[src/rtl/cave_input_pkg.sv]
// Shared constants for the cave player-input front end: joystick word layout
// and the fixed PS/2 keymaps for the two keyboard-mapped players.
package cave_input_pkg;

   localparam int JOY_RIGHT   = 0;
   localparam int JOY_LEFT    = 1;
   localparam int JOY_DOWN    = 2;
   localparam int JOY_UP      = 3;
   localparam int JOY_BTN0    = 4;
   localparam int JOY_START   = 10;
   localparam int JOY_COIN    = 11;
   localparam int JOY_PAUSE   = 12;
   localparam int JOY_SERVICE = 13;
   localparam int JOY_USED    = 14;

   typedef struct packed {
      logic       ext;
      logic [7:0] code;
   } keymap_t;

   // Tables are indexed by joystick bit position, so key state lines up with the joystick word.
   localparam keymap_t P1_KEYMAP [JOY_USED] = '{
      '{1'b1, 8'h74}, '{1'b1, 8'h6B}, '{1'b1, 8'h72}, '{1'b1, 8'h75},
      '{1'b0, 8'h14}, '{1'b0, 8'h11}, '{1'b0, 8'h29}, '{1'b0, 8'h1A},
      '{1'b0, 8'h22}, '{1'b0, 8'h21}, '{1'b0, 8'h16}, '{1'b0, 8'h2E},
      '{1'b0, 8'h4D}, '{1'b0, 8'h46}
   };
   localparam logic [JOY_USED-1:0] P1_MAPPED = 14'h3FFF;

   localparam keymap_t P2_KEYMAP [JOY_USED] = '{
      '{1'b0, 8'h34}, '{1'b0, 8'h23}, '{1'b0, 8'h2B}, '{1'b0, 8'h2D},
      '{1'b0, 8'h1C}, '{1'b0, 8'h1B}, '{1'b0, 8'h15}, '{1'b0, 8'h1D},
      '{1'b0, 8'h24}, '{1'b0, 8'h2C}, '{1'b0, 8'h1E}, '{1'b0, 8'h36},
      '{1'b0, 8'h00}, '{1'b0, 8'h45}
   };
   // Player 2 has no pause key.
   localparam logic [JOY_USED-1:0] P2_MAPPED = 14'h2FFF;

   function automatic logic key_hit(input keymap_t m, input logic used,
                                    input logic ext, input logic [7:0] code);
      return used && (m.ext == ext) && (m.code == code);
   endfunction

endpackage

[src/rtl/cave_coin_stretch.sv]
// Coin pulse stretcher: a rising edge of raw reloads a down-counter and the
// output stays high while raw is high or the counter is nonzero.
module cave_coin_stretch
   import cave_input_pkg::*;
#(
   parameter int unsigned COIN_PULSE = 16'd1024
) (
   input  logic clk_sys,
   input  logic rst_sys_n,
   input  logic raw,
   output logic stretched
);

   localparam int CW = $clog2(COIN_PULSE + 1);

   logic [CW-1:0] cnt;
   logic          raw_q;

   // NOTE: sequential state uses non-blocking assignments so every register samples pre-edge values.
   always_ff @(posedge clk_sys or negedge rst_sys_n) begin
      if (!rst_sys_n) begin
         cnt   <= '0;
         raw_q <= 1'b0;
      end else begin
         raw_q <= raw;
         if (raw && !raw_q)
            cnt <= CW'(COIN_PULSE);
         else if (cnt != '0)
            cnt <= cnt - 1'b1;
      end
   end

   assign stretched = raw | (cnt != '0);

endmodule

[src/rtl/cave_input_ctrl.sv]
// Player-input front end: PS/2 key decode, keyboard/joystick merge, coin
// stretch and registered outputs. Optional autofire via CAVE_INPUT_AUTOFIRE_EN.
module cave_input_ctrl
   import cave_input_pkg::*;
#(
   parameter int          NUM_PLAYERS  = 2,
   parameter int          NUM_BUTTONS  = 3,
   parameter int unsigned COIN_PULSE   = 16'd1024,
   parameter int unsigned AUTOFIRE_DIV = 20'd400000
) (
   input  logic                             clk_sys,
   input  logic                             rst_sys_n,
   input  logic [10:0]                      ps2_key,
   input  logic [32*NUM_PLAYERS-1:0]        joystick,
   input  logic                             clear_keys,
   input  logic [NUM_PLAYERS*NUM_BUTTONS-1:0] autofire_mask,
   output logic [NUM_PLAYERS-1:0]           up,
   output logic [NUM_PLAYERS-1:0]           down,
   output logic [NUM_PLAYERS-1:0]           left,
   output logic [NUM_PLAYERS-1:0]           right,
   output logic [NUM_PLAYERS*NUM_BUTTONS-1:0] buttons,
   output logic [NUM_PLAYERS-1:0]           start,
   output logic [NUM_PLAYERS-1:0]           coin,
   output logic [NUM_PLAYERS-1:0]           pause,
   output logic [NUM_PLAYERS-1:0]           service
);

   localparam int NB = NUM_BUTTONS;

   logic                      old_toggle;
   logic                      prime;
   logic                      key_event;
   logic [1:0][JOY_USED-1:0]  key_state;
   logic [JOY_USED-1:0]       raw [NUM_PLAYERS];
   logic [NUM_PLAYERS-1:0]    coin_d;
   logic [NUM_PLAYERS*NB-1:0] btn_raw;
   logic [NUM_PLAYERS*NB-1:0] btn_fire;
   logic [NUM_PLAYERS-1:0]    unused_joy;
   logic                      unused_misc;

   // The first edge after reset only captures the toggle level, so a stale toggle is never seen as an event.
   assign key_event = prime && (ps2_key[10] != old_toggle);

   always_ff @(posedge clk_sys or negedge rst_sys_n) begin
      if (!rst_sys_n) begin
         old_toggle <= 1'b0;
         prime      <= 1'b0;
         key_state  <= '0;
      end else begin
         old_toggle <= ps2_key[10];
         prime      <= 1'b1;
         if (clear_keys) begin
            key_state <= '0;
         end else if (key_event) begin
            for (int k = 0; k < JOY_USED; k++) begin
               if (key_hit(P1_KEYMAP[k], P1_MAPPED[k], ps2_key[8], ps2_key[7:0]))
                  key_state[0][k] <= ps2_key[9];
               if (key_hit(P2_KEYMAP[k], P2_MAPPED[k], ps2_key[8], ps2_key[7:0]))
                  key_state[1][k] <= ps2_key[9];
            end
         end
      end
   end

   for (genvar p = 0; p < NUM_PLAYERS; p++) begin : g_player
      if (p < 2) begin : g_kbd
         assign raw[p] = joystick[32*p +: JOY_USED] | key_state[p];
      end else begin : g_joy_only
         assign raw[p] = joystick[32*p +: JOY_USED];
      end

      assign btn_raw[NB*p +: NB] = raw[p][JOY_BTN0 +: NB];
      assign unused_joy[p]       = ^{joystick[32*p+JOY_USED +: 32-JOY_USED], raw[p]};

      cave_coin_stretch #(.COIN_PULSE(COIN_PULSE)) u_coin (
         .clk_sys   (clk_sys),
         .rst_sys_n (rst_sys_n),
         .raw       (raw[p][JOY_COIN]),
         .stretched (coin_d[p])
      );
   end

`ifdef CAVE_INPUT_AUTOFIRE_EN
   localparam int AW = (AUTOFIRE_DIV > 1) ? $clog2(AUTOFIRE_DIV) : 1;

   logic [AW-1:0]             af_cnt;
   logic                      af_phase;
   logic                      af_wrap;
   logic [NUM_PLAYERS*NB-1:0] btn_q;
   logic [NUM_PLAYERS*NB-1:0] af_local;

   assign af_wrap = (af_cnt == AW'(AUTOFIRE_DIV - 1));

   always_ff @(posedge clk_sys or negedge rst_sys_n) begin
      if (!rst_sys_n) begin
         af_cnt   <= '0;
         af_phase <= 1'b0;
         btn_q    <= '0;
         af_local <= '0;
      end else begin
         af_cnt   <= af_wrap ? '0 : af_cnt + 1'b1;
         af_phase <= af_phase ^ af_wrap;
         btn_q    <= btn_raw;
         for (int i = 0; i < NUM_PLAYERS*NB; i++) begin
            if (btn_raw[i] && !btn_q[i])
               af_local[i] <= 1'b1;
            else if (btn_raw[i] && af_wrap)
               af_local[i] <= ~af_local[i];
         end
      end
   end

   // A fresh press forces the output high on the same cycle the press is seen.
   assign btn_fire    = btn_raw & (~autofire_mask | (btn_raw & ~btn_q) | af_local);
   assign unused_misc = ^{key_state, af_phase};
`else
   assign btn_fire    = btn_raw;
   assign unused_misc = ^{key_state, autofire_mask};
`endif

   always_ff @(posedge clk_sys or negedge rst_sys_n) begin
      if (!rst_sys_n) begin
         up      <= '0;
         down    <= '0;
         left    <= '0;
         right   <= '0;
         start   <= '0;
         coin    <= '0;
         pause   <= '0;
         service <= '0;
         buttons <= '0;
      end else begin
         for (int p = 0; p < NUM_PLAYERS; p++) begin
            up[p]      <= raw[p][JOY_UP];
            down[p]    <= raw[p][JOY_DOWN];
            left[p]    <= raw[p][JOY_LEFT];
            right[p]   <= raw[p][JOY_RIGHT];
            start[p]   <= raw[p][JOY_START];
            pause[p]   <= raw[p][JOY_PAUSE];
            service[p] <= raw[p][JOY_SERVICE];
         end
         coin    <= coin_d;
         buttons <= btn_fire;
      end
   end

endmodule

[config.mk]
export PLATFORM = sky130hd
export DESIGN_NAME = cave_input_ctrl
export DESIGN_NICKNAME = d
export VERILOG_FILES = /design/src/rtl/cave_input_pkg.sv /design/src/rtl/cave_coin_stretch.sv /design/src/rtl/cave_input_ctrl.sv
export SDC_FILE = /design/constraint.sdc
export NUM_CORES = 1
export LEC_CHECK = 0
export ABC_AREA = 1
export CORE_ASPECT_RATIO = 0.9
export CORE_UTILIZATION = 40
export CTS_BUF_LIST = sky130_fd_sc_hd__clkbuf_16
export DETAILED_ROUTE_END_ITERATION = 6
export GPL_ROUTABILITY_DRIVEN = 0
export HOLD_SLACK_MARGIN = 0.1
export PLACE_DENSITY = 0.7
export SYNTH_ARGS = -nofsm -noshare
export SYNTH_HDL_FRONTEND = slang
export SYNTH_HIERARCHICAL = 1
export SYNTH_SLANG_ARGS = --single-unit
[constraint.sdc]
create_clock -name clk_sys -period 2.4 [get_ports clk_sys]
set_clock_uncertainty 0.05 [all_clocks]
set_input_delay 0.36 -clock clk_sys [delete_from_list [all_inputs] [get_ports clk_sys]]
set_output_delay 0.36 -clock clk_sys [all_outputs]
set_load 0.05 [all_outputs]
# [After elaboration in Yosys (flattened, before gate mapping)]
# Cells that the tools add are included.
[classes] reduce_logical=91 n_eq_ne=28 bitwise=5 muxes=35 addsub=2
[ops] operator="6-bit by 8-bit == test with 1-bit output (first input constant)" count=11
[ops] operator="5-bit by 8-bit == test with 1-bit output (first input constant)" count=9
[ops] operator="2-bit nonzero test" count=30
[ops] operator="7-bit by 8-bit == test with 1-bit output (first input constant)" count=7
[ops] operator="2-bit AND reduction" count=27
[ops] operator="26-bit 2-to-1 mux" count=2
[ops] operator="11-bit 2-to-1 mux" count=4
[ops] operator="1-bit logical AND" count=30
[ops] operator="1-bit 2-to-1 mux" count=29
[ops] operator="14-bit bitwise OR" count=2
[ops] operator="11-bit nonzero test" count=2
[ops] operator="11-bit by 1-bit subtractor with 11-bit output (second input constant)" count=2
[ops] operator="1-bit logical NOT" count=2
[ops] operator="1-bit bitwise OR" count=2
[ops] operator="1-bit inequality test" count=1
[ops] operator="1-bit inverter" count=1
[totals] input_bits=84 output_inout_bits=22 wordCells=203 regBits=75

# [Depth between registers and ports, before layout]
# Gate-level depths: netlist (run 1).
[logic_depth] ltp_word=5 ltp_mapped=8 ltp_nobuf=8

# [Hierarchy]
# Netlist (run 1), hierarchy kept.
[by_module_without_submodules] module="cave_input_ctrl" area_each_um2=2080.7 seq_area_each_um2=1126.1 cells_per_inst=250 n_inst=1
[by_module_without_submodules] module="cave_coin_stretch" area_each_um2=669.4 seq_area_each_um2=300.3 cells_per_inst=86 n_inst=2

# [Least setup slack after synthesis (run 1)]
# Ideal clock, no wire load.
[synth_path] kind="register to register" start="register g_player[0].u_coin.cnt[0]" end="register g_player[0].u_coin.cnt[9]" arrival_time_ps=1164 synth_period_minus_slack_ps=1333 n_path_buf=0 required_time_ps=2231 path_stages_with_launch=8 setup_slack_ps=1067 setup_time_ps=119 cell_sequence="dfrtp_1 -> inv_1 -> ha_1 -> nand2_2 -> nor2_4 -> nand3_4 -> a21oi_1 -> nor2_1"
[synth_between] elab_chain_cells=3 word_cells_on_any_way=5 cone_classes="add/sub: 1; mux: 2; reduce/logical: 2"
[synth_rtl] item="start: declaration" line="cave_coin_stretch.sv:16" text="logic [CW-1:0] cnt;"
[synth_rtl] item="start signal: assignment" line="cave_coin_stretch.sv:27" text="cnt <= CW'(COIN_PULSE);"
[synth_rtl] item="start signal: assignment" line="cave_coin_stretch.sv:29" text="cnt <= cnt - 1'b1;"
[synth_rtl] item="11-bit by 1-bit subtractor with 11-bit output" line="cave_coin_stretch.sv:29"
[synth_rtl] item="11-bit 2-to-1 mux" line="cave_coin_stretch.sv:28" text="else if (cnt != '0)"
[synth_rtl] item="11-bit 2-to-1 mux" line="cave_coin_stretch.sv:26" text="if (raw && !raw_q)"
# Several ways; a longest one is shown, not always the timed one. The select of a mux whose other input is x is not followed.
# A chain may end at the register's enable or synchronous reset.

# [Worst setup path in the final report (run 1)]
[layout_path] start="register left[0]" end="output left[0]"
[layout_rtl] item="start: declaration" line="cave_input_ctrl.sv:19" text="output logic [NUM_PLAYERS-1:0] left,"
[layout_rtl] item="start signal: indexed assignment" line="cave_input_ctrl.sv:136" text="left[p] <= raw[p][JOY_LEFT];"
# No word-level cell between the ends.

==> results.sh, run 1 <==
export IMPL_power_internal_mw=2.48
export IMPL_cts_path_max_buffers=2
export IMPL_p_sw_mw=1.21
export IMPL_start_util=0.418
export IMPL_worst_ep_arrival_time_ps=1450
export IMPL_clock_sink_count=69
export IMPL_swShare=0.327
export IMPL_gr_total_overflow=0
export IMPL_hold_viol=0
export IMPL_worst_path_largest_cell_delay_ps=800
export IMPL_crit_required_ps=1990
export IMPL_drc=0
export IMPL_rsz0062_at_grt="no"
export IMPL_post_route_min_period_ps=1860
export IMPL_port_buffers=57
export IMPL_synth_cell_types=24
export IMPL_n_antenna_cell=0
export IMPL_pwr_share_comb=0.260
export IMPL_cp_cell_sequence="clkdlybuf4s50_1"
export IMPL_drive_gt1_frac=0.157
export IMPL_pre_cts_ws_ps=483
export IMPL_grt_max_degree=43
export IMPL_setup_violations_final=0
export IMPL_dieArea_sq_um=8920
export IMPL_num_rows=31
export IMPL_drt_iter0_markers=124
export IMPL_hold_slack_ps=410
export IMPL_dieHeight_um=89.7
export IMPL_dp_cells=589
export IMPL_clk_latency_ps=330
export IMPL_ant_nets=0
export IMPL_tritoncts="yes"
export IMPL_setup_slack_ps=538
export IMPL_clk_pin_slew_ps=60
export IMPL_fin_cells=606
export IMPL_cts_max_level=3
export IMPL_nFillCells=752
export IMPL_power_leakage_nw=2.27
export IMPL_crit_type="reg -> out"
export IMPL_synth_area_sq_um=3420
export IMPL_path_buf_inv=1
export IMPL_ios=106
export IMPL_synthToLayoutAreaGrowth_pct=29.3
export IMPL_start_kind="flop"
export IMPL_via_per_inst=4.60
export IMPL_status="complete, no violations"
export IMPL_seq_area_sq_um=1730
export IMPL_ys_ff_latch=69
export IMPL_drt_wirelength_per_cell_um=11.0
export IMPL_syn_avg_cell_area_sq_um=8.10
export IMPL_power_mw=3.68
export IMPL_maxCapViolations=0
export IMPL_max_freq_mhz=537
export IMPL_syn_num_nets=508
export IMPL_place_hpwl_um=4790
export IMPL_max_slew_margin=0.554
export IMPL_critPathTopFamily="buffers and inverters"
export IMPL_crit_fanout=1
export IMPL_antenna_found_initial=0
export IMPL_setup_tns_final_ps=0
export IMPL_period_share=0.776
export IMPL_core_sq_um=8180
export IMPL_grt_use_total=0.170
export IMPL_crit_slowest_cell="clkdlybuf4s50_1"
export IMPL_synth_cells=422
export IMPL_cts_buffers=9
export IMPL_num_vias=2789
export IMPL_hold_class="in -> async"
export IMPL_ir_drop_mv=0.479
export IMPL_die_w_um=99.5
export IMPL_yosysWarnings=6
export IMPL_cts_root_buf="clkbuf_16"
export IMPL_power_frac_seq=0.393
export IMPL_synth_seq_area_share=0.505
export IMPL_grt_pass1_wl_um=12000
export IMPL_drt_pass1_iter_count=4
export IMPL_cp_end_kind="output port"
export IMPL_powerDensity_nw_per_um2=833
export IMPL_grt_pass1_vias=2788
export IMPL_multi_input_area_sq_um=1410
export IMPL_fin_nets=572
export IMPL_worstMarginPinSlew_ps=667
export IMPL_drv_slew=0
export IMPL_wl_um=6640
export IMPL_clockPowerShare=0.347
-- path summary, 6_finish.rpt --
path | start | to | slack, ps | cells past startpoint
setup / recovery | left[0] | left[0] | 540 | 1
hold / removal | rst_sys_n | g_player[1].u_coin/cnt[7] | 410 | 2
setup reg to reg | g_player[0].u_coin/cnt[0] | g_player[0].u_coin/cnt[1] | 890 | 7
hold reg to reg | key_state[3] | up[0] | 420 | 1
max in group asynchronous | rst_sys_n | key_state[3] | 1220 | 3
min in group clk_sys | key_state[3] | up[0] | 420 | 1
-- cells in the final DEF (no fill, tap or decap), drive strengths merged --
cell	count
o31ai	2
nand4	25
clkinvlp	2
ha	2
clkdlybuf4s50	56
clkinv	6
dlygate4sd3	1
nand3	42
xor2	4
a21oi	6
o21ai	4
bufinv	1
inv	60
nor2	51
buf	5
conb	1
dfrtp	69
or2	21
nand2	124
clkbuf	9
-- power groups by stage --
stage	registers [mW]	logic, mW	clock network [mW]
2_1_floorplan	1.51	0.655	0
5_1_grt	1.47	1.11	1.37
3_3_place_gp	1.46	0.929	0
3_5_place_dp	1.47	0.952	0
6_report	1.45	0.957	1.28
4_1_cts	1.45	0.965	1.31
-- sequential cells by signal, indices dropped and copies added, names as in the netlist --
| name | flops |
|---|---|
| g_player.u_coin/raw_q | 2 |
| right | 2 |
| pause | 2 |
| start | 2 |
| old_toggle | 1 |
| up | 2 |
| left | 2 |
| coin | 2 |
| service | 2 |
| g_player.u_coin/cnt | 22 |
| down | 2 |
| key_state | 21 |
| prime | 1 |
| buttons | 6 |
-- routing by layer --
metal	up-vias	part of all wire	wire length, um	global-route usage
met5	-	0	0	0
met4	0	0.0075	50	0.0600
met3	6	0.041	272	0.0467
met2	62	0.50	3300	0.284
met1	1264	0.45	3020	0.209
li1	1457	-	-	-
-- logic make-up after synthesis --
kind of cell               synth area share
and+or+nand+nor                       0.374
AOI/OAI and AO/OA                    0.0190
adders and majority gates           0.00732
xor gates and xnor gates             0.0102
buffers and inverters                0.0831
other                               0.00110
DFF                                   0.505
-- Yosys cell counts --
master	n	area [sq um]
nand3_1	38	190
nand4_1	25	156
nand3_2	2	20.0
nand2_1	121	454
or2_2	21	131
a21oi_1	6	30.0
conb_1	1	3.75
inv_1	49	184
nand3_4	2	35.0
xor2_1	4	35.0
clkinv_1	2	7.51
buf_2	2	10.0
nor2_4	7	78.8
ha_1	2	25.0
inv_2	11	41.3
o21ai_0	4	20.0
nor2_1	32	120
clkbuf_1	4	15.0
buf_4	2	15.0
buf_6	1	11.3
nand2_2	3	18.8
o31ai_1	2	15.0
dfrtp_1	69	1730
nor2_2	12	75.1
-- cell type report --
type / count / share of cell area
sequential: 69 / 0.390
multi-input combinational: 282 / 0.319
timing repair buffer: 62 / 0.140
inverter: 62 / 0.0526
clock buffer: 9 / 0.0509
tap: 115 / 0.0325
clock inverter: 7 / 0.0150
-- repair_timing --
| item | CTS | global route |
|---|---|---|
| endpoints found under the hold margin | 12 | 0 |
| resized for setup | 0 | 0 |
| setup buffers | 0 | 0 |
| hold buffers | 1 | 0 |
-- per-stage QoR --
stage	cell area, sq um	util
2_1_floorplan	3420	-
3_3_place_gp	4120	0.503
3_5_place_dp	4120	0.503
4_1_cts	4420	0.540
5_1_grt	4420	0.540
6_report	4420	0.540
(Power assumes the default switching activity.)
==> inputs of run 2 (changes only) <==
Settings changed: PLACE_DENSITY 0.7 to 0.73.
Clock period 2.4 ns to 1.6 ns, I/O delays scaled along.
==> results.sh, run 2 (synthesized netlist as in run 1, its figures left out) <==
export IMPL_status="complete, no violations"
export IMPL_wl_met3_um=324
export IMPL_setup_violations_final=0
export IMPL_clockPowerShare=0.361
export IMPL_largest_reg_flops=22
export IMPL_grt_pass1_vias=2854
export IMPL_power_leakage_nw=2.36
export IMPL_wl_met2_um=3410
export IMPL_clk_latency_ps=320
export IMPL_largestRegisters="g_player.u_coin/cnt: 22 flops, key_state: 21 flops, buttons: 6 flops"
export IMPL_period_share=0.928
export IMPL_synthToLayoutAreaGrowth_pct=31.6
export IMPL_core_sq_um=8180
export IMPL_swShare=0.318
export IMPL_ant_nets=0
export IMPL_cts_buffers=9
export IMPL_drt_iter0_markers=129
export IMPL_crit_required_ps=1750
export IMPL_fin_cells=616
export IMPL_maxCapViolations=0
export IMPL_clock_sink_count=69
export IMPL_tritoncts="yes"
export IMPL_grt_max_degree=70
export IMPL_cts_max_level=3
export IMPL_hold_viol=0
export IMPL_max_freq_mhz=673
export IMPL_power_frac_seq=0.381
export IMPL_dieArea_sq_um=8920
export IMPL_fin_util=0.550
export IMPL_pwr_share_comb=0.258
export IMPL_powerDensity_nw_per_um2=1270
export IMPL_cts_path_max_buffers=2
export IMPL_grt_use_total=0.169
export IMPL_power_internal_mw=3.90
export IMPL_rsz0062_at_grt="no"
export IMPL_num_vias=2892
export IMPL_setup_slack_ps=115
export IMPL_dp_cells=599
export IMPL_via_per_inst=4.69
export IMPL_p_sw_mw=1.82
export IMPL_start_kind="flop"
export IMPL_gr_total_overflow=0
export IMPL_cts_setup_buffers=0
export IMPL_grt_pass1_wl_um=12100
export IMPL_drt_pass1_iter_count=4
export IMPL_crit_type="reg -> reg"
export IMPL_layout_commonest_cell="nand2_1"
export IMPL_wl_um=6780
export IMPL_die_w_um=99.5
export IMPL_antenna_found_initial=0
export IMPL_top_layer_used="met4"
export IMPL_cp_end_kind="flop"
export IMPL_clk_pin_slew_ps=50
export IMPL_post_route_min_period_ps=1490
export IMPL_drive_gt1_frac=0.230
export IMPL_ir_drop_mv=0.572
export IMPL_start_util=0.418
export IMPL_place_hpwl_um=4850
export IMPL_dpl_cell_area_sq_um=4170
export IMPL_drc=0
export IMPL_n_antenna_cell=0
export IMPL_port_buffers=57
export IMPL_dieHeight_um=89.7
export IMPL_design_area_sq_um=4500
export IMPL_worst_ep_arrival_time_ps=1630
export IMPL_drv_slew=0
export IMPL_final_cell_mix="nand2_1 (120), dfrtp_1 (69), inv_1 (49)"
export IMPL_num_rows=31
export IMPL_pre_cts_ws_ps=-56.7
export IMPL_cts_root_buf="clkbuf_16"
export IMPL_hold_class="in -> reg"
export IMPL_largest_register="g_player.u_coin/cnt"
export IMPL_crit_fanout=9
export IMPL_ios=106
export IMPL_drt_met1_wl_um=3010
export IMPL_drt_wirelength_per_cell_um=11.0
export IMPL_fin_nets=582
export IMPL_nFillCells=747
-- run 2: changes by cell type in the layout (fill, tap and decap cells not counted) --
cell / delta
ha_2: +1
buf_4: +30
clkinv_4: -1
buf_12: +2
ha_1: -1
nor2_2: +2
nand2_2: +1
clkinv_1: -2
clkdlybuf4s50_1: -22
nor2_1: -2
bufinv_16: +1
nand2_1: -1
clkinv_2: +2
-- run 2: worst paths after layout --
check / end / from / cells after the start / slack [ps]
setup / recovery: g_player[1].u_coin/cnt[1] / g_player[1].u_coin/cnt[0] / 7 / 110
hold / removal: pause[1] / joystick[44] / 1 / 320
setup reg to reg: g_player[1].u_coin/cnt[1] / g_player[1].u_coin/cnt[0] / 7 / 110
hold reg to reg: buttons[2] / key_state[6] / 1 / 420
max in group asynchronous: key_state[1] / rst_sys_n / 3 / 800
min in group asynchronous: g_player[1].u_coin/cnt[7] / rst_sys_n / 3 / 430
-- run 2: per-layer routing --
metal,GRT usage,up-vias
met2,0.290,66
li1,-,1475
met5,0,-
met4,0.0527,0
met3,0.0552,4
met1,0.201,1347
-- run 2: power groups by stage --
stage	sequential, mW	clock, mW	combinational (mW)
global placement	2.19	0	1.40
detailed placement	2.20	0	1.45
CTS	2.18	2.11	1.46
global route	2.21	2.19	1.67
finish	2.18	2.06	1.47
floorplan	2.27	0	0.983
-- run 2: critical path, stage by stage (launching register included) --
cell     delay, ps
dfrtp_1        380
inv_1          100
ha_1           250
nand2_2         90
nor2_4         120
nand3_4        150
nand2_1        130
o21ai_0        100
-- run 2: timing repair --
action | 4_1_cts | 5_1_grt
setup endpoints to repair | 0 | 5
hold buffers | 1 | 0
hold endpoints to repair | 69 | 0
gates resized for setup | 0 | 4
-- run 2: cell type report --
class | count | area [sq um] | area share
clock buffers | 9 | 225 | 0.0500
clock inverters | 7 | 90.1 | 0.0200
inverters | 62 | 233 | 0.0517
multi-input cells | 282 | 1420 | 0.315
flip-flops and latches | 69 | 1730 | 0.384
well taps | 115 | 144 | 0.0320
repair buffers | 72 | 663 | 0.147
-- run 2: stage by stage --
stage | power (mW) | hold slack [ps] | setup TNS (ps)
4_1_cts | 5.75 | 312 | 0
3_3_place_gp | 3.59 | 242 | -130
2_1_floorplan | 3.25 | -106 | 0
3_5_place_dp | 3.65 | 243 | -213
5_1_grt | 6.07 | 323 | 0
6_report | 5.71 | 317 | 0
==> inputs of run 3 (changes only) <==
Settings changed: CORE_MARGIN from default to 2, SKIP_CTS_REPAIR_TIMING from default to 1.
==> results.sh, run 3 (synthesized netlist as in run 1, its figures left out) <==
export IMPL_rsz0062_at_grt="no"
export IMPL_tritoncts="yes"
export IMPL_cts_max_level=3
export IMPL_power_leakage_nw=2.34
export IMPL_core_sq_um=8180
export IMPL_place_hpwl_um=4870
export IMPL_grt_pass1_vias=2762
export IMPL_start_util=0.418
export IMPL_ant_nets=0
export IMPL_dieArea_sq_um=9310
export IMPL_final_cell_mix="nand2_1 (121), dfrtp_1 (69), inv_1 (49)"
export IMPL_largestRegisters="g_player.u_coin/cnt: 22 flops, key_state: 21 flops, buttons: 6 flops"
export IMPL_largest_reg_flops=22
export IMPL_cts_buffers=9
export IMPL_powerDensity_nw_per_um2=1230
export IMPL_drt_iter0_markers=72
export IMPL_ir_drop_mv=0.574
export IMPL_wl_um=6790
export IMPL_grt_max_degree=70
export IMPL_layout_commonest_cell="nand2_1"
export IMPL_largest_register="g_player.u_coin/cnt"
export IMPL_drc=0
export IMPL_period_share=0.921
export IMPL_crit_required_ps=1790
export IMPL_hold_slack_ps=321
export IMPL_cts_path_max_buffers=2
export IMPL_fin_nets=582
export IMPL_synthToLayoutAreaGrowth_pct=30.5
export IMPL_power_mw=5.50
export IMPL_clock_sink_count=69
export IMPL_status="complete, no violations"
export IMPL_antenna_found_initial=0
export IMPL_drv_slew=0
export IMPL_dieHeight_um=91.7
export IMPL_clk_pin_slew_ps=50
export IMPL_die_w_um=101
export IMPL_max_freq_mhz=678
export IMPL_post_route_min_period_ps=1470
export IMPL_drt_pass1_iter_count=4
export IMPL_drt_wirelength_per_cell_um=11.0
export IMPL_grt_pass1_wl_um=11800
export IMPL_ios=106
export IMPL_gr_total_overflow=0
export IMPL_num_rows=31
export IMPL_clk_latency_ps=320
export IMPL_cts_root_buf="clkbuf_16"
export IMPL_grt_use_total=0.159
export IMPL_port_buffers=57
export IMPL_hold_viol=0
export IMPL_maxCapViolations=0
export IMPL_worst_ep_arrival_time_ps=1660
export IMPL_start_kind="flop"
export IMPL_num_vias=2909
export IMPL_hold_class="in -> reg"
export IMPL_n_antenna_cell=0
export IMPL_cp_end_kind="flop"
export IMPL_crit_fanout=9
export IMPL_setup_violations_final=0
export IMPL_via_per_inst=4.72
export IMPL_crit_type="reg -> reg"
export IMPL_drive_gt1_frac=0.220
-- run 3: routing by layer --
layer | part of all wire | vias up | track usage | routed length [um]
met5 | 0 | - | 0 | 0
li1 | - | 1467 | - | -
met2 | 0.50 | 53 | 0.258 | 3400
met3 | 0.038 | 5 | 0.0564 | 257
met1 | 0.45 | 1384 | 0.199 | 3070
met4 | 0.0094 | 0 | 0.0462 | 64
-- run 3: stage by stage --
stage	TNS, ps	util	instances	instance area, sq um	worst slack, ps
after floorplan	0	-	422	3420	267
final	0	0.545	616	4460	126
after global placement	-60.4	0.509	599	4170	-31.1
after detailed placement	-239	0.509	599	4170	-77.1
after CTS	0	0.543	615	4450	86.8
after global routing	0	0.545	616	4460	6.04
-- run 3: cell type report --
cell class / count / area, sq um
fillers: 742 / 3720
flip-flops and latches: 69 / 1730
multi-input cells: 282 / 1410
repair buffers: 72 / 663
inverters: 62 / 233
clock buffers: 9 / 225
well taps: 115 / 144
clock inverters: 7 / 56.3
-- run 3: power by group --
group,leakage (nW),switching (mW),internal (mW),total (mW)
logic,1.34,0.898,0.559,1.46
registers,0.866,0.196,1.98,2.18
clock network,0.141,0.684,1.18,1.86
-- run 3: final timing paths --
check	to	slack [ps]	startpoint	depth (start not counted)
min in group asynchronous	g_player[1].u_coin/cnt[4]	400	rst_sys_n	3
worst max register to register	g_player[0].u_coin/cnt[1]	130	g_player[0].u_coin/cnt[0]	8
worst min-delay path	pause[1]	320	joystick[44]	1
worst min register to register	left[1]	420	key_state[15]	1
worst max-delay path	g_player[0].u_coin/cnt[1]	130	g_player[0].u_coin/cnt[0]	8
max in group asynchronous	g_player[0].u_coin/cnt[9]	800	rst_sys_n	3
-- run 3: worst max-delay path, stage by stage, from the launching register on --
cell and delay [ps]:
dfrtp_1 390, inv_1 100, ha_2 230, nand2_2 80, nor2_4 120, nand3_4 150, nor2_4 130, nand2_1 60
o21ai_0 80
